## config.mk

```make
export PLATFORM = sky130hd
export DESIGN_NAME = conv_wgt_ctrl
export DESIGN_NICKNAME = d
export VERILOG_FILES = /design/src/rtl/conv_wgt_ctrl.sv
export SDC_FILE = /design/constraint.sdc
export NUM_CORES = 1
export LEC_CHECK = 0
export CORE_MARGIN = 2
export CORE_UTILIZATION = 44
export CTS_CLUSTER_SIZE = 25
export DETAILED_ROUTE_END_ITERATION = 8
export PLACE_DENSITY = 0.72
export SETUP_SLACK_MARGIN = 0.3
export SYNTH_ARGS = -nofsm -noshare
export SYNTH_HDL_FRONTEND = slang
export SYNTH_SLANG_ARGS = --single-unit
```

## constraint.sdc

```tcl
create_clock -name clk -period 1.6 [get_ports clk]
set_input_delay 0.16 -clock clk [delete_from_list [all_inputs] [get_ports clk]]
set_output_delay 0.16 -clock clk [all_outputs]
set_load 0.01 [all_outputs]
```

## src/rtl/conv_wgt_ctrl.sv

```systemverilog
`default_nettype none
// ============================================================================
// Module   : conv_wgt_ctrl
// Purpose  : Kernel-weight controller for the conv datapath. Host writes land
//            in a shadow bank. A commit request arms the controller, and the
//            next frame start copies the whole shadow bank into the active
//            bank in a single edge, so weights never change mid-frame. The
//            pixel-valid strobe is also delayed by the convolver latency.
// Ports    : clk, rst         - clock, synchronous active-high reset
//            i_sof            - frame-start pulse (vertical blanking)
//            i_dvld / o_dvld  - pixel valid in / delayed by CONV_LAT
//            i_wr_vld, o_wr_rdy, i_wr_addr, i_wr_data - tap write handshake
//            i_commit         - make shadow active at next frame start
//            o_flt_weight     - active bank, flat, tap k at [FW*(k+1)-1:FW*k]
//            o_pend           - write or commit outstanding
//            o_cmt_done       - one-cycle pulse when active bank updates
//            o_err            - one-cycle pulse after out-of-range write
// Revision : 1.0 - initial release
// ============================================================================
module conv_wgt_ctrl #(
    parameter int KERNEL_NUM = 25,
    parameter int FILTER_WTH = 8,
    parameter int AW         = 5,
    parameter int CONV_LAT   = 7
) (
    input  logic                             clk,
    input  logic                             rst,
    input  logic                             i_sof,
    input  logic                             i_dvld,
    input  logic                             i_wr_vld,
    output logic                             o_wr_rdy,
    input  logic [AW-1:0]                    i_wr_addr,
    input  logic [FILTER_WTH-1:0]            i_wr_data,
    input  logic                             i_commit,
    output logic [FILTER_WTH*KERNEL_NUM-1:0] o_flt_weight,
    output logic                             o_dvld,
    output logic                             o_pend,
    output logic                             o_cmt_done,
    output logic                             o_err
);

    localparam logic [1:0] c_IDLE  = 2'd0;
    localparam logic [1:0] c_LOAD  = 2'd1;
    localparam logic [1:0] c_ARMED = 2'd2;

    logic [1:0]                        r_state;
    logic                              r_wr_rdy;
    logic                              r_pend;
    logic                              r_cmt_done;
    logic                              r_err;
    logic [FILTER_WTH*KERNEL_NUM-1:0]  r_shadow;
    logic [FILTER_WTH*KERNEL_NUM-1:0]  r_active;
    logic [CONV_LAT-1:0]               r_dvld_pipe;

    logic w_wr_acc;
    logic w_in_range;
    logic w_commit;

    assign w_wr_acc   = i_wr_vld && r_wr_rdy;
    assign w_in_range = ({{(32-AW){1'b0}}, i_wr_addr} < 32'(KERNEL_NUM));
    assign w_commit   = (r_state == c_ARMED) && i_sof;

    // Control FSM; all status outputs are registered alongside the state.
    always_ff @(posedge clk) begin
        if (rst) begin
            r_state    <= c_IDLE;
            r_wr_rdy   <= 1'b1;
            r_pend     <= 1'b0;
            r_cmt_done <= 1'b0;
            r_err      <= 1'b0;
        end else begin
            r_cmt_done <= 1'b0;
            r_err      <= w_wr_acc && !w_in_range;
            case (r_state)
                c_IDLE, c_LOAD: begin
                    // Commit wins over a concurrent write; the write still
                    // lands in shadow and is part of this commit. A frame
                    // start in the same cycle is deliberately not honoured.
                    if (i_commit) begin
                        r_state  <= c_ARMED;
                        r_wr_rdy <= 1'b0;
                        r_pend   <= 1'b1;
                    end else if (w_wr_acc) begin
                        r_state  <= c_LOAD;
                        r_pend   <= 1'b1;
                    end
                end
                c_ARMED: begin
                    if (i_sof) begin
                        r_state    <= c_IDLE;
                        r_wr_rdy   <= 1'b1;
                        r_pend     <= 1'b0;
                        r_cmt_done <= 1'b1;
                    end
                end
                default: begin
                    r_state  <= c_IDLE;
                    r_wr_rdy <= 1'b1;
                    r_pend   <= 1'b0;
                end
            endcase
        end
    end

    // Shadow bank: out-of-range addresses match no tap, so data is dropped.
    always_ff @(posedge clk) begin
        if (rst) begin
            r_shadow <= '0;
        end else if (w_wr_acc) begin
            for (int k = 0; k < KERNEL_NUM; k++) begin
                if (i_wr_addr == AW'(k)) begin
                    r_shadow[k*FILTER_WTH +: FILTER_WTH] <= i_wr_data;
                end
            end
        end
    end

    // Active bank: whole-bank copy at the armed frame start.
    always_ff @(posedge clk) begin
        if (rst) begin
            r_active <= '0;
        end else if (w_commit) begin
            r_active <= r_shadow;
        end
    end

    // Valid delay line, independent of the FSM.
    generate
        if (CONV_LAT == 1) begin : g_pipe_one
            always_ff @(posedge clk) begin
                if (rst) r_dvld_pipe <= '0;
                else     r_dvld_pipe <= i_dvld;
            end
        end else begin : g_pipe_multi
            always_ff @(posedge clk) begin
                if (rst) r_dvld_pipe <= '0;
                else     r_dvld_pipe <= {r_dvld_pipe[CONV_LAT-2:0], i_dvld};
            end
        end
    endgenerate

    assign o_wr_rdy     = r_wr_rdy;
    assign o_pend       = r_pend;
    assign o_cmt_done   = r_cmt_done;
    assign o_err        = r_err;
    assign o_flt_weight = r_active;
    assign o_dvld       = r_dvld_pipe[CONV_LAT-1];

endmodule
`default_nettype wire
```

==> results of run 1 <==
critical path, cell delays in order (launching register included):
cell and delay (ps):
sky130_fd_sc_hd__dfxtp_2 320, sky130_fd_sc_hd__and3b_4 350, sky130_fd_sc_hd__buf_12 140, sky130_fd_sc_hd__clkbuf_16 170, sky130_fd_sc_hd__buf_12 150, sky130_fd_sc_hd__nand2_1 120, sky130_fd_sc_hd__a21oi_2 160
flip-flops by register name, summed over array words and instances (netlist names):
name and count:
r_shadow 200, o_wr_rdy 1, o_cmt_done 1, r_state 2
o_flt_weight 200, o_err 1, r_dvld_pipe 7, o_pend 1
through the flow:
step	util	instance area, um^2
final	0.6870	23610
after global placement	0.5347	18380
after CTS	0.6031	20730
after global routing	0.6869	23610
after detailed placement	0.5347	18380
after floorplan	-	15260
cells in the mapped netlist, types with 3 or more instances:
cell type,n
sky130_fd_sc_hd__clkbuf_1,60
sky130_fd_sc_hd__or2b_2,3
sky130_fd_sc_hd__nand2_1,400
sky130_fd_sc_hd__nand2b_1,203
sky130_fd_sc_hd__nor2b_1,9
sky130_fd_sc_hd__nand3_4,3
sky130_fd_sc_hd__nand3b_1,3
sky130_fd_sc_hd__buf_1,8
sky130_fd_sc_hd__dfxtp_1,413
sky130_fd_sc_hd__clkdlybuf4s25_2,6
sky130_fd_sc_hd__nand2_2,9
sky130_fd_sc_hd__a21oi_1,203
sky130_fd_sc_hd__and3b_1,3
sky130_fd_sc_hd__mux2i_1,200
sky130_fd_sc_hd__buf_6,10
sky130_fd_sc_hd__buf_2,39
sky130_fd_sc_hd__or2b_1,5
sky130_fd_sc_hd__nor3_1,3
sky130_fd_sc_hd__nand3_2,6
per-layer routing:
metal	wire length, um	part of all wire	vias up	global-route usage
met5	30	0.00061	-	0
met1	20390	0.42	6309	0.2934
met3	2440	0.050	103	0.03948
li1	-	-	5873	-
met4	1413	0.029	4	0.06500
met2	24770	0.51	404	0.3791
power breakdown:
part / leakage (nW) / internal, mW / switching (mW) / total [mW]
clock network: 0.705 / 6.01 / 4.08 / 10.1
registers: 3.36 / 10.3 / 0.0416 / 10.4
logic: 7.10 / 0.786 / 0.951 / 1.74
total: 11.2 / 17.1 / 5.07 / 22.2
how the worst max path moves through the flow:
stage          depth (start not counted)         start  slack (ps)                end
2_1_floorplan                          4      o_wr_rdy         300      r_shadow[152]
3_3_place_gp                           6  i_wr_addr[1]        -210        r_shadow[2]
3_5_place_dp                           4  i_wr_addr[3]        -300       r_shadow[81]
4_1_cts                                1      o_wr_rdy         170           o_wr_rdy
5_1_grt                                6    r_state[0]          80  o_flt_weight[136]
6_report                               6    r_state[0]         120  o_flt_weight[136]
final cells by class:
class	instances	share of cell area
Sequential cell	413	0.3545
Antenna cell	2	0.0002119
Clock buffer	67	0.05627
Timing Repair Buffer	378	0.1847
Clock inverter	8	0.003868
Multi-Input combinational cell	1070	0.3762
Tap cell	455	0.02411
Inverter	1	0.0001590
what timing repair did:
action                                  in CTS  in global routing
setup buffers                               19                 11
endpoints found under the setup margin     552                529
gates cloned                                14                 36
hold buffers                                 1                  0
gates resized for setup                    517                887
endpoints found under the hold margin        5                  0
pin swaps                                   34                329
logic make-up after synthesis:
group	Yosys count
AND/OR/NAND/NOR	663
flip-flops	413
AO/OA/AOI/OAI	206
multiplexers	200
buffers and inverters	127
==> results.md, run 1 <==
Cells and area:
- The sequential cells in the finished layout cover a total of 8372 um^2.
- For this run, the number of standard cells in the final layout without fillers is 2394.
- The count of fill cells added during filler insertion is 2377.
- Leaving out fill and tap cells, the most frequent cell in the layout is sky130_fd_sc_hd__dfxtp_1.
- The library cells used most frequently in the layout, excluding fill and tap cells, are sky130_fd_sc_hd__dfxtp_1, sky130_fd_sc_hd__nand2_4, sky130_fd_sc_hd__mux2i_1.
- The combined area of the multi-input logic cells is 8884 um^2.
- The number of nets at the end of the flow is 1926.
- The fraction of final layout cells with drive strength greater than 1 is 0.4796.
- Compared with the post-synthesis result, the final layout area differs by 54.84%.

Critical path:
- The end of the worst register-to-register path is o_flt_weight[136].
- In this run the worst path has a maximum fanout of 7.
- The startpoint identified for the worst register-to-register timing path is r_state[0].
- The category of the most critical setup path is reg2reg.
- In this run the register-to-register setup slack is 120 ps.
- STA classifies the critical path endpoint as a flip-flop.
- The data arrival time at the worst-slack endpoint is 1940 ps.
- The worst setup path is launched from a flip-flop.
- The required time at the endpoint of the critical path is 2060 ps.
- Measured in cells, the most critical reg-to-reg path has a length of 6.

Yosys:
- The compound-gate portion of the synthesized area is 0.06785.
- After synthesis, the share of cell area in mux cells is 0.1313.
- The simple logic cell fraction of the synthesized area is 0.2165.
- Of all cell types, the one taking the most synthesized area is sky130_fd_sc_hd__dfxtp_1.
- The cell area after synthesis is 15250 um^2.
- The post-synthesis xor/xnor area fraction is 0.
- During synthesis, Yosys emitted a total of 0 warnings.
- The area share of the largest cell type after synthesis is 0.5421.
- After synthesis, the largest family of logic cells by area is simple AND/OR/NAND/NOR gates.
- The count of cell types in the netlist is 37.
- The leading register cell type out of synthesis is sky130_fd_sc_hd__dfxtp_1.
- Of the total synthesized cell area, the portion taken by full adders, half adders and majority gates is 0.
- The number of flops mapped to enable cells by yosys is 0.
- Counting flops and latches in the post-synthesis netlist gives 413.
- The mean instance size in the synthesized netlist is 9.478 um^2.
- Synthesis produced 1609 cells.
- In the synthesized netlist the async set-or-reset flop fraction comes to 0.
- The number of nets in the synthesized netlist is 1628.
- After synthesis, the cell types taking the most area are sky130_fd_sc_hd__dfxtp_1, sky130_fd_sc_hd__mux2i_1, sky130_fd_sc_hd__nand2_1, sky130_fd_sc_hd__nand2b_1, sky130_fd_sc_hd__a21oi_1.
- For this run, the register share of the synthesized area comes to 0.5421.

Global routing:
- Across every metal layer, demand over resource in global routing totals 0.2241.
- The initial antenna violation count is 5.
- Global routing finished with a remaining overflow of 0.
- The wire length of the first global-routing pass is 64800 um.
- The maximum number of pins on one net before global-route repair is 103.
- The via count of the first global-routing pass was 11910.

Routing:
- The number of antenna-violating nets in the routed design is 0.
- The total routed wirelength is 49050 um.
- In the routed layout, each cell is associated on average with a via count of 5.302.
- The routed layout has 12690 vias.
- For this run, design rule violations remaining after detail routing come to 0.
- In this run, the number of DRC markers left after iteration 0 of detailed routing was 796.
- In the final routed layout, each cell accounts on average for 20.49 um.
- The first-pass iteration count of the detailed router is 5.

Floorplan:
- For this configuration, the core starts out at a cell density of 0.4437.
- For this design the top-level I/O count stands at 224.
- The floorplan step set the die width to 190.2 um.
- The die span in y is 190.2 um.
- The number of placement rows is 68.
- The die covers 36170 um^2.
- The area of the core region is 34370 um^2.

Power:
- The completed layout was analyzed and its total power is 22.18 mW.
- The static leakage is 11.17 nW.
- The peak supply drop is 0.7533 mV.
- Dividing total power by cell area gives a power density of 939.1 nW/um^2.

STA:
- The hold violation count in the final report is 0.
- Setup violations remaining at the end of the flow were counted as 0.
- Of the available clock period, the critical path in the final layout requires 0.9230.
- The final period demand of the worst path is 1477 ps.
- The worst-case setup margin in the final layout is 123.3 ps.
- The final number of max-transition violations is 0.
- Between clock sinks in the finished design, the worst skew comes to 11.48 ps.
- The transition time at the pin with the least slew margin is 652.8 ps.
- In this run the tightest slew margin relative to its limit is 0.5648.
- The highest clock rate is 677.2 MHz.
- Setup repair after global routing could not meet its margin everywhere.
- The setup TNS is 0 ps.
- The tightest hold path in the finished design has a slack of 55.27 ps.

CTS:
- In this run the deepest clock path goes through 3 buffers.
- The insertion delay to the later sink of the worst-skew pair is 530 ps.
- The number of sinks on the clock net is 413.
- Clock-pin slew was measured on the worst setup and hold paths at 60 ps.
- Clock tree synthesis inserted a total of 43 buffers.
- The clock tree from TritonCTS is built.
- The cell at the root of the clock tree is sky130_fd_sc_hd__clkbuf_16.
- The H-tree generated during clock tree synthesis spans 2 levels.

Worst hold path:
- The min-delay analysis places its worst path in the category in2reg.
- The startpoint of the tightest hold check path is rst.
- The worst hold path terminates at r_shadow[69].
- The worst hold path passes through 3 cells.

Flow run:
- Across the run, the number of max-cap violations was 0.

Placement:
- The number of placed instances, taps included, is 2236.
- Detailed placement ended at an HPWL of 24600 um.
- The count of buffers added on input and output ports is 223.
- Routability-driven placement finished with a final weighted congestion of 0.7710.
- The worst setup slack after placement is -302.0 ps.

Run status:
- The run finished with clean final reports.
Power figures use the tool's default switching activity.
==> run 2, diff against run 1 <==
- CAP_MARGIN: not set -> 0
- SKIP_CTS_REPAIR_TIMING: not set -> 1
==> run 2 against run 1 <==
  * First-iteration DRC count decreased by 16%
  * Flip-flop and latch count unchanged
  * Power decreased by 2.6%
  * Utilization decreased by 5.5 points
  * Final cell count decreased by 1.8%
  * Fmax increased by 3.0%
  * Cell area decreased by 8.0%
  * Critical path depth decreased by 2
  * Worst setup slack improved by 44 ps
  * Non-clock buffer count decreased by 43
  * Die area unchanged
==> results.md, run 2 (synthesis results as in run 1) <==
Run status:
- The flow ran to the end, and the final reports show no timing, DRC or antenna violations.

Critical path:
- The required time at the endpoint of the critical path was 2040 ps (-20 ps).
- The worst register-to-register path begins at o_wr_rdy.
- The worst-case reg-to-reg path depth came to 4 (-2).
- The startpoint kind of the worst setup timing path is a flip-flop.
- The category of the most critical setup path is reg2reg.
- The data arrival time at the worst-slack endpoint was 1880 ps (-60 ps).
- The minimum setup slack among reg-to-reg paths is 170 ps (+40 ps).
- The end of the worst register-to-register path is r_shadow[81].
- The worst-path maximum fanout is 6 (-1).
- STA classifies the critical path endpoint as a flip-flop.

Cells and area:
- The library cell used most frequently in the layout, excluding fill and tap cells, is sky130_fd_sc_hd__dfxtp_1.
- The number of nets at the end of the flow is 1883 (-2.2%).
- The combined area of the multi-input logic cells came to 6994 um^2 (-21%).
- The fraction of final layout cells with drive strength greater than 1 came to 0.1684 (-0.3112).
- The final cell area excluding filler cells is 21720 um^2 (-8.0%).
- The area added between synthesis and finish is 42.43%.
- The utilization after layout is 0.6320 (-0.05504).
- The count of fill cells added during filler insertion is 2713 (+14%).
- The area of all sequential standard cells is 8274 um^2 (-1.2%).
- The post-route non-filler standard cell count is 2350 (-1.8%).
- In the layout the commonest cells are sky130_fd_sc_hd__dfxtp_1, sky130_fd_sc_hd__nand2_1, sky130_fd_sc_hd__dlymetal6s2s_1.

Placement:
- The total placed instance area is 18380 um^2 (unchanged).
- The final estimated routing congestion in global placement is 0.7710 (unchanged).
- The half-perimeter wire length after detailed placement came to 24600 um (unchanged).
- The count of port buffers added during placement came to 223 (unchanged).
- The number of placed instances with taps included is 2236 (unchanged).

Power:
- The peak supply drop is 0.7637 mV (+1.4%).
- The power density of the placed cells is 994.2 nW/um^2 (+5.9%).
- The static leakage is 12.80 nW (+15%).

Routing:
- The number of antenna-violating nets in the routed design came to 0 (unchanged).
- The via count normalized by instance count is 5.074 (-4.3%).
- The number of remaining DRC errors is 0 (unchanged).
- The count of routing violations after the opening detailed-route iteration is 668 (-16%).
- The via count is 11920 (-6.1%).
- The final routed wire length divided by cell count is 18.10 um (-12%).
- The first-pass iteration count of the detailed router was 4 (-1).
- The total routed wirelength was 42540 um (-13%).

Floorplan:
- The width of the die is 190.2 um (unchanged).
- The floorplan die area is 36170 um^2 (unchanged).
- The initial core utilization came to 0.4437 (unchanged).
- The number of top-level pins is 224 (unchanged).
- The number of placement rows is 68 (unchanged).
- The die span in y was 190.2 um (unchanged).
- The area of the core region was 34370 um^2 (unchanged).

STA:
- The post-route clock period utilization came to 0.8957 (-0.02725).
- The hold violation count in the final report was 0 (unchanged).
- The remaining max-slew budget at the tightest pin is 0.5950 (+0.03028).
- The final number of max-transition violations is 0 (unchanged).
- The final hold slack is 63.65 ps (+8.372 ps).
- The setup-violating endpoint count in the final report is 0 (unchanged).
- The highest clock rate came to 697.8 MHz (+3.0%).
- The transition time at the pin with the least slew margin is 607.4 ps (-45.42 ps).
- The worst clock skew is 12.56 ps (+1.074 ps).
- Setup repair after global routing could not meet its margin everywhere.
- The final period demand of the worst path is 1433 ps (-43.60 ps).

CTS:
- The deepest level of the CTS H-tree was 2 (unchanged).
- The maximum clock insertion buffer count was 3 (unchanged).
- The number of buffers created by CTS is 43 (unchanged).
- The number of sinks on the clock net was 413 (unchanged).
- The CTS clock-pin slew for the worst setup and hold paths came to 60 ps (about the same).
- The insertion delay to the later sink of the worst-skew pair came to 530 ps (about the same).
- TritonCTS built the clock tree.
- The cell sitting at the root of the clock tree is a sky130_fd_sc_hd__clkbuf_16.

Global routing:
- The total overflow reported by the global router is 0 (unchanged).
- The maximum number of pins on one net before global-route repair came to 103 (unchanged).
- The wire length of the first global-routing pass is 60600 um (-6.5%).
- The total global routing track utilization is 0.2080 (-0.01617).
- The via count of the first global-routing pass came to 11310 (-5.0%).
- The initial antenna violation count was 4 (-1).

Worst hold path:
- The min-delay analysis places its worst path in the category in2reg.
- The endpoint of the worst hold path is r_shadow[69].
- The count of cells along the worst hold path is 3 (unchanged).
- The startpoint of the tightest hold check path is rst.

Flow run:
- The number of max-cap violations is 0 (unchanged).
run 2: cell count changes in the layout (fill, tap and decap cells not counted), moves of 51 or more:
cell,before,now
sky130_fd_sc_hd__dfxtp_1,350,410
sky130_fd_sc_hd__nand2_4,210,41
sky130_fd_sc_hd__nand2_2,68,9
sky130_fd_sc_hd__nand2_1,125,354
sky130_fd_sc_hd__dfxtp_2,53,2
sky130_fd_sc_hd__a21oi_2,175,51
sky130_fd_sc_hd__clkbuf_2,100,2
sky130_fd_sc_hd__a21oi_1,28,152
sky130_fd_sc_hd__dlymetal6s2s_1,0,204
run 2: through the flow:
step | power (mW) | worst slack (ps) | setup TNS (ps)
global placement | 11.56 | -214.7 | -22990
floorplan | 11.15 | 304.9 | 0
detailed placement | 11.56 | -302.0 | -29790
CTS | 21.45 | -111.1 | -1296
finish | 21.60 | 166.9 | 0
global route | 22.24 | 100.2 | 0
run 2: cell type report:
| type | count | area share |
|---|---|---|
| Multi-Input combinational cell | 1070 | 0.3220 |
| Clock buffer | 67 | 0.06117 |
| Inverter | 1 | 0.0001728 |
| Clock inverter | 8 | 0.004205 |
| Antenna cell | 1 | 0.0001152 |
| Sequential cell | 413 | 0.3809 |
| Timing Repair Buffer | 335 | 0.2052 |
| Tap cell | 455 | 0.02621 |
run 2: where the power goes:
part | leakage [nW] | total [mW] | internal (mW) | switching, mW
registers | 3.33 | 10.4 | 10.3 | 0.0335
clock network | 0.705 | 9.96 | 6.00 | 3.96
logic | 8.77 | 1.27 | 0.558 | 0.713
run 2: metal layers:
metal / wire length [um] / global-route usage
met2: 20290 / 0.3435
met5: 30 / 0
met1: 18980 / 0.2804
met4: 1120 / 0.05218
met3: 2122 / 0.03966
run 2: critical path, stage by stage, from the launching register on:
cell	delay, ps
sky130_fd_sc_hd__dfxtp_4	380
sky130_fd_sc_hd__buf_6	100
sky130_fd_sc_hd__and4b_4	330
sky130_fd_sc_hd__and3b_2	300
sky130_fd_sc_hd__mux2i_1	240
run 2: worst max path at each step:
stage,slack [ps],startpoint,endpoint,cells after the start
floorplan,300,o_wr_rdy,r_shadow[152],4
global placement,-210,i_wr_addr[1],r_shadow[2],6
detailed placement,-300,i_wr_addr[3],r_shadow[81],4
CTS,-110,o_wr_rdy,o_wr_rdy,1
global route,100,o_wr_rdy,r_shadow[81],4
finish,170,o_wr_rdy,r_shadow[81],4
==> run 3, diff against run 2 <==
- CTS_BUF_LIST: not set -> sky130_fd_sc_hd__clkbuf_4 sky130_fd_sc_hd__clkbuf_8 sky130_fd_sc_hd__clkbuf_16
- MAX_ROUTING_LAYER: not set -> met4
==> run 3 against run 2 <==
  * Flip-flop and latch count did not move
  * Register-to-register slack got worse by 30 ps
  * Non-clock buffer count rose by 3
  * Final cell count rose by 0.26%
  * Fmax fell by 2.1%
  * Worst setup slack got worse by 31 ps
  * Clock skew fell by 3.7 ps
  * Sequential share of layout area fell by 0.38 points
  * Count of clock-buffer cells in the layout did not move
  * Combinational power barely moved
  * Critical path type unchanged
==> results.md, run 3 (synthesis results as in run 1) <==
STA:
- The highest clock rate is 683.2 MHz (-2.1%).
- The worst-case setup margin in the final layout was 136.3 ps (-30.53 ps).
- The remaining max-slew budget at the tightest pin is 0.6014 (+0.006388).
- The final number of max-transition violations is 0 (unchanged).
- Setup repair after global routing could not meet its margin everywhere.
- The post-route clock period utilization is 0.9148 (+0.01908).
- The hold violation count in the final report came to 0 (unchanged).
- The final period demand of the worst path is 1464 ps (+30.53 ps).
- The setup-violating endpoint count in the final report is 0 (unchanged).
- The transition time at the pin with the least slew margin is 597.8 ps (-9.583 ps).
- The setup TNS is 0 ps (unchanged).
- The worst clock skew is 8.811 ps (-3.744 ps).
- The final hold slack is 64.17 ps (+0.5201 ps).

CTS:
- The number of buffers created by CTS is 43 (unchanged).
- The number of sinks on the clock net is 413 (unchanged).
- The CTS clock-pin slew for the worst setup and hold paths came to 60 ps (about the same).
- The deepest level of the CTS H-tree was 2 (unchanged).
- The insertion delay to the later sink of the worst-skew pair is 530 ps (about the same).
- CTS placed an instance of sky130_fd_sc_hd__clkbuf_16 at the clock tree root.
- TritonCTS built the clock tree.
- The maximum clock insertion buffer count is 3 (unchanged).

Floorplan:
- The floorplan die area was 36170 um^2 (unchanged).
- The number of top-level pins came to 224 (unchanged).
- The initial core utilization is 0.4437 (unchanged).
- The die span in y is 190.2 um (unchanged).
- The number of placement rows is 68 (unchanged).
- The width of the die was 190.2 um (unchanged).
- The area of the core region is 34370 um^2 (unchanged).

Global routing:
- The wire length of the first global-routing pass is 60550 um (about the same).
- The total overflow reported by the global router is 0 (unchanged).
- The via count of the first global-routing pass was 11300 (-0.097%).
- The maximum number of pins on one net before global-route repair is 103 (unchanged).
- The initial antenna violation count is 4 (unchanged).
- The total global routing track utilization is 0.2140 (+0.006033).

Placement:
- The worst setup slack after placement is -302.0 ps (unchanged).
- The total placed instance area was 18380 um^2 (unchanged).
- The count of port buffers added during placement is 223 (unchanged).
- The final estimated routing congestion in global placement is 0.7814 (+1.3%).
- The half-perimeter wire length after detailed placement is 24600 um (unchanged).

Cells and area:
- Compared with the post-synthesis result, the final layout area differs by 43.85%.
- The final cell area excluding filler cells is 21940 um^2 (+1.0%).
- The fraction of final layout cells with drive strength greater than 1 is 0.1887 (+0.02029).
- Leaving out fill and tap cells, the most frequent cells in the layout are sky130_fd_sc_hd__dfxtp_1, sky130_fd_sc_hd__nand2_1, sky130_fd_sc_hd__dlymetal6s2s_1.
- The number of nets at the end of the flow came to 1886 (+0.16%).
- The count of fill cells added during filler insertion is 2683 (-1.1%).
- The most common cell after layout, fill and taps aside is sky130_fd_sc_hd__dfxtp_1.

Power:
- The part of the power in combinational logic is 0.060 (about the same).
- The sequential fraction of design power was 0.476 (-0.004).
- The power density of the placed cells came to 993.6 nW/um^2 (about the same).
- The switching power summed over all nets is 4.720 mW (+0.36%).
- The peak supply drop is 0.7143 mV (-6.5%).
- The fraction of power consumed by the clock network came to 0.465 (+0.004).
- The static leakage was 12.92 nW (+0.90%).
- The switching share of total power is 0.2165 (-0.001234).
- The internal cell power is 17.08 mW (+1.1%).

Routing:
- The first-pass iteration count of the detailed router is 5 (+1).
- The via count normalized by instance count is 5.097 (+0.45%).
- The count of routing violations after the opening detailed-route iteration is 748 (+12%).
- The number of remaining DRC errors was 0 (unchanged).
- The final routed wire length divided by cell count is 18.21 um (+0.61%).
- The via count was 12010 (+0.70%).
- The total routed wirelength is 42910 um (+0.87%).
- The number of antenna-violating nets in the routed design is 0 (unchanged).

Critical path:
- The worst-path maximum fanout is 7 (+1).
- The data arrival time at the worst-slack endpoint is 1910 ps (+30 ps).
- The startpoint kind of the worst setup timing path is a flip-flop.
- The required time at the endpoint of the critical path is 2050 ps (about the same).
- The worst setup path is captured at a flip-flop.
- The critical path is of the reg2reg type.
- The worst-case reg-to-reg path depth was 6 (+2).

Worst hold path:
- The min-delay analysis places its worst path in the category in2reg.
- The count of cells along the worst hold path is 3 (unchanged).

Flow run:
- The number of max-cap violations came to 0 (unchanged).

Run status:
- The run finished with clean final reports.
-- run 3: cell count changes in the layout (fill, tap and decap cells not counted), sizes merged --
cell,delta
buf,+2
diode,+3
clkbuf,+1
-- run 3: final timing paths --
| path | from | endpoint | slack, ps |
|---|---|---|---|
| max | r_state[0] | o_flt_weight[27] | 140 |
| min | rst | r_shadow[69] | 60 |
| max reg2reg | r_state[0] | o_flt_weight[27] | 140 |
| min reg2reg | r_dvld_pipe[3] | r_dvld_pipe[4] | 430 |
-- run 3: critical path, cell delays in order (launching register included) --
cell                        delay (ps)
sky130_fd_sc_hd__dfxtp_2           330
sky130_fd_sc_hd__and3b_4           350
sky130_fd_sc_hd__buf_12            140
sky130_fd_sc_hd__clkbuf_16         170
sky130_fd_sc_hd__clkbuf_16         170
sky130_fd_sc_hd__nand2_1            60
sky130_fd_sc_hd__a21oi_1           150
-- run 3: per-stage QoR --
step | util | cells | power (mW)
2_1_floorplan | - | 1609 | 11.15
3_3_place_gp | 0.5347 | 2236 | 11.56
3_5_place_dp | 0.5347 | 2236 | 11.56
4_1_cts | 0.5771 | 2311 | 21.62
5_1_grt | 0.6383 | 2356 | 22.45
6_report | 0.6383 | 2356 | 21.80
-- run 3: final cells by class --
class	count	area, um^2	share of cell area
clock inverters	8	91.34	0.004163
inverters	1	3.754	0.0001711
clock buffers	67	1366	0.06228
multi-input cells	1070	7099	0.3236
repair buffers	338	4524	0.2062
diodes	4	10.01	0.0004563
well taps	455	569.3	0.02595
flip-flops and latches	413	8274	0.3772
-- run 3: power by group through the flow --
stage	sequential, mW	clock [mW]	combinational [mW]
5_1_grt	10.4	10.7	1.36
3_5_place_dp	10.6	0	0.976
3_3_place_gp	10.6	0	0.975
2_1_floorplan	10.6	0	0.568
4_1_cts	10.4	10.3	0.979
6_report	10.4	10.1	1.30
-- run 3: layer usage --
| metal | share of wire | up-vias | track usage |
|---|---|---|---|
| met5 | 0 | - | - |
| met4 | 0.023 | 0 | 0.05218 |
| met3 | 0.051 | 71 | 0.03579 |
| met2 | 0.49 | 326 | 0.3431 |
| met1 | 0.44 | 5832 | 0.2828 |
| li1 | - | 5779 | - |
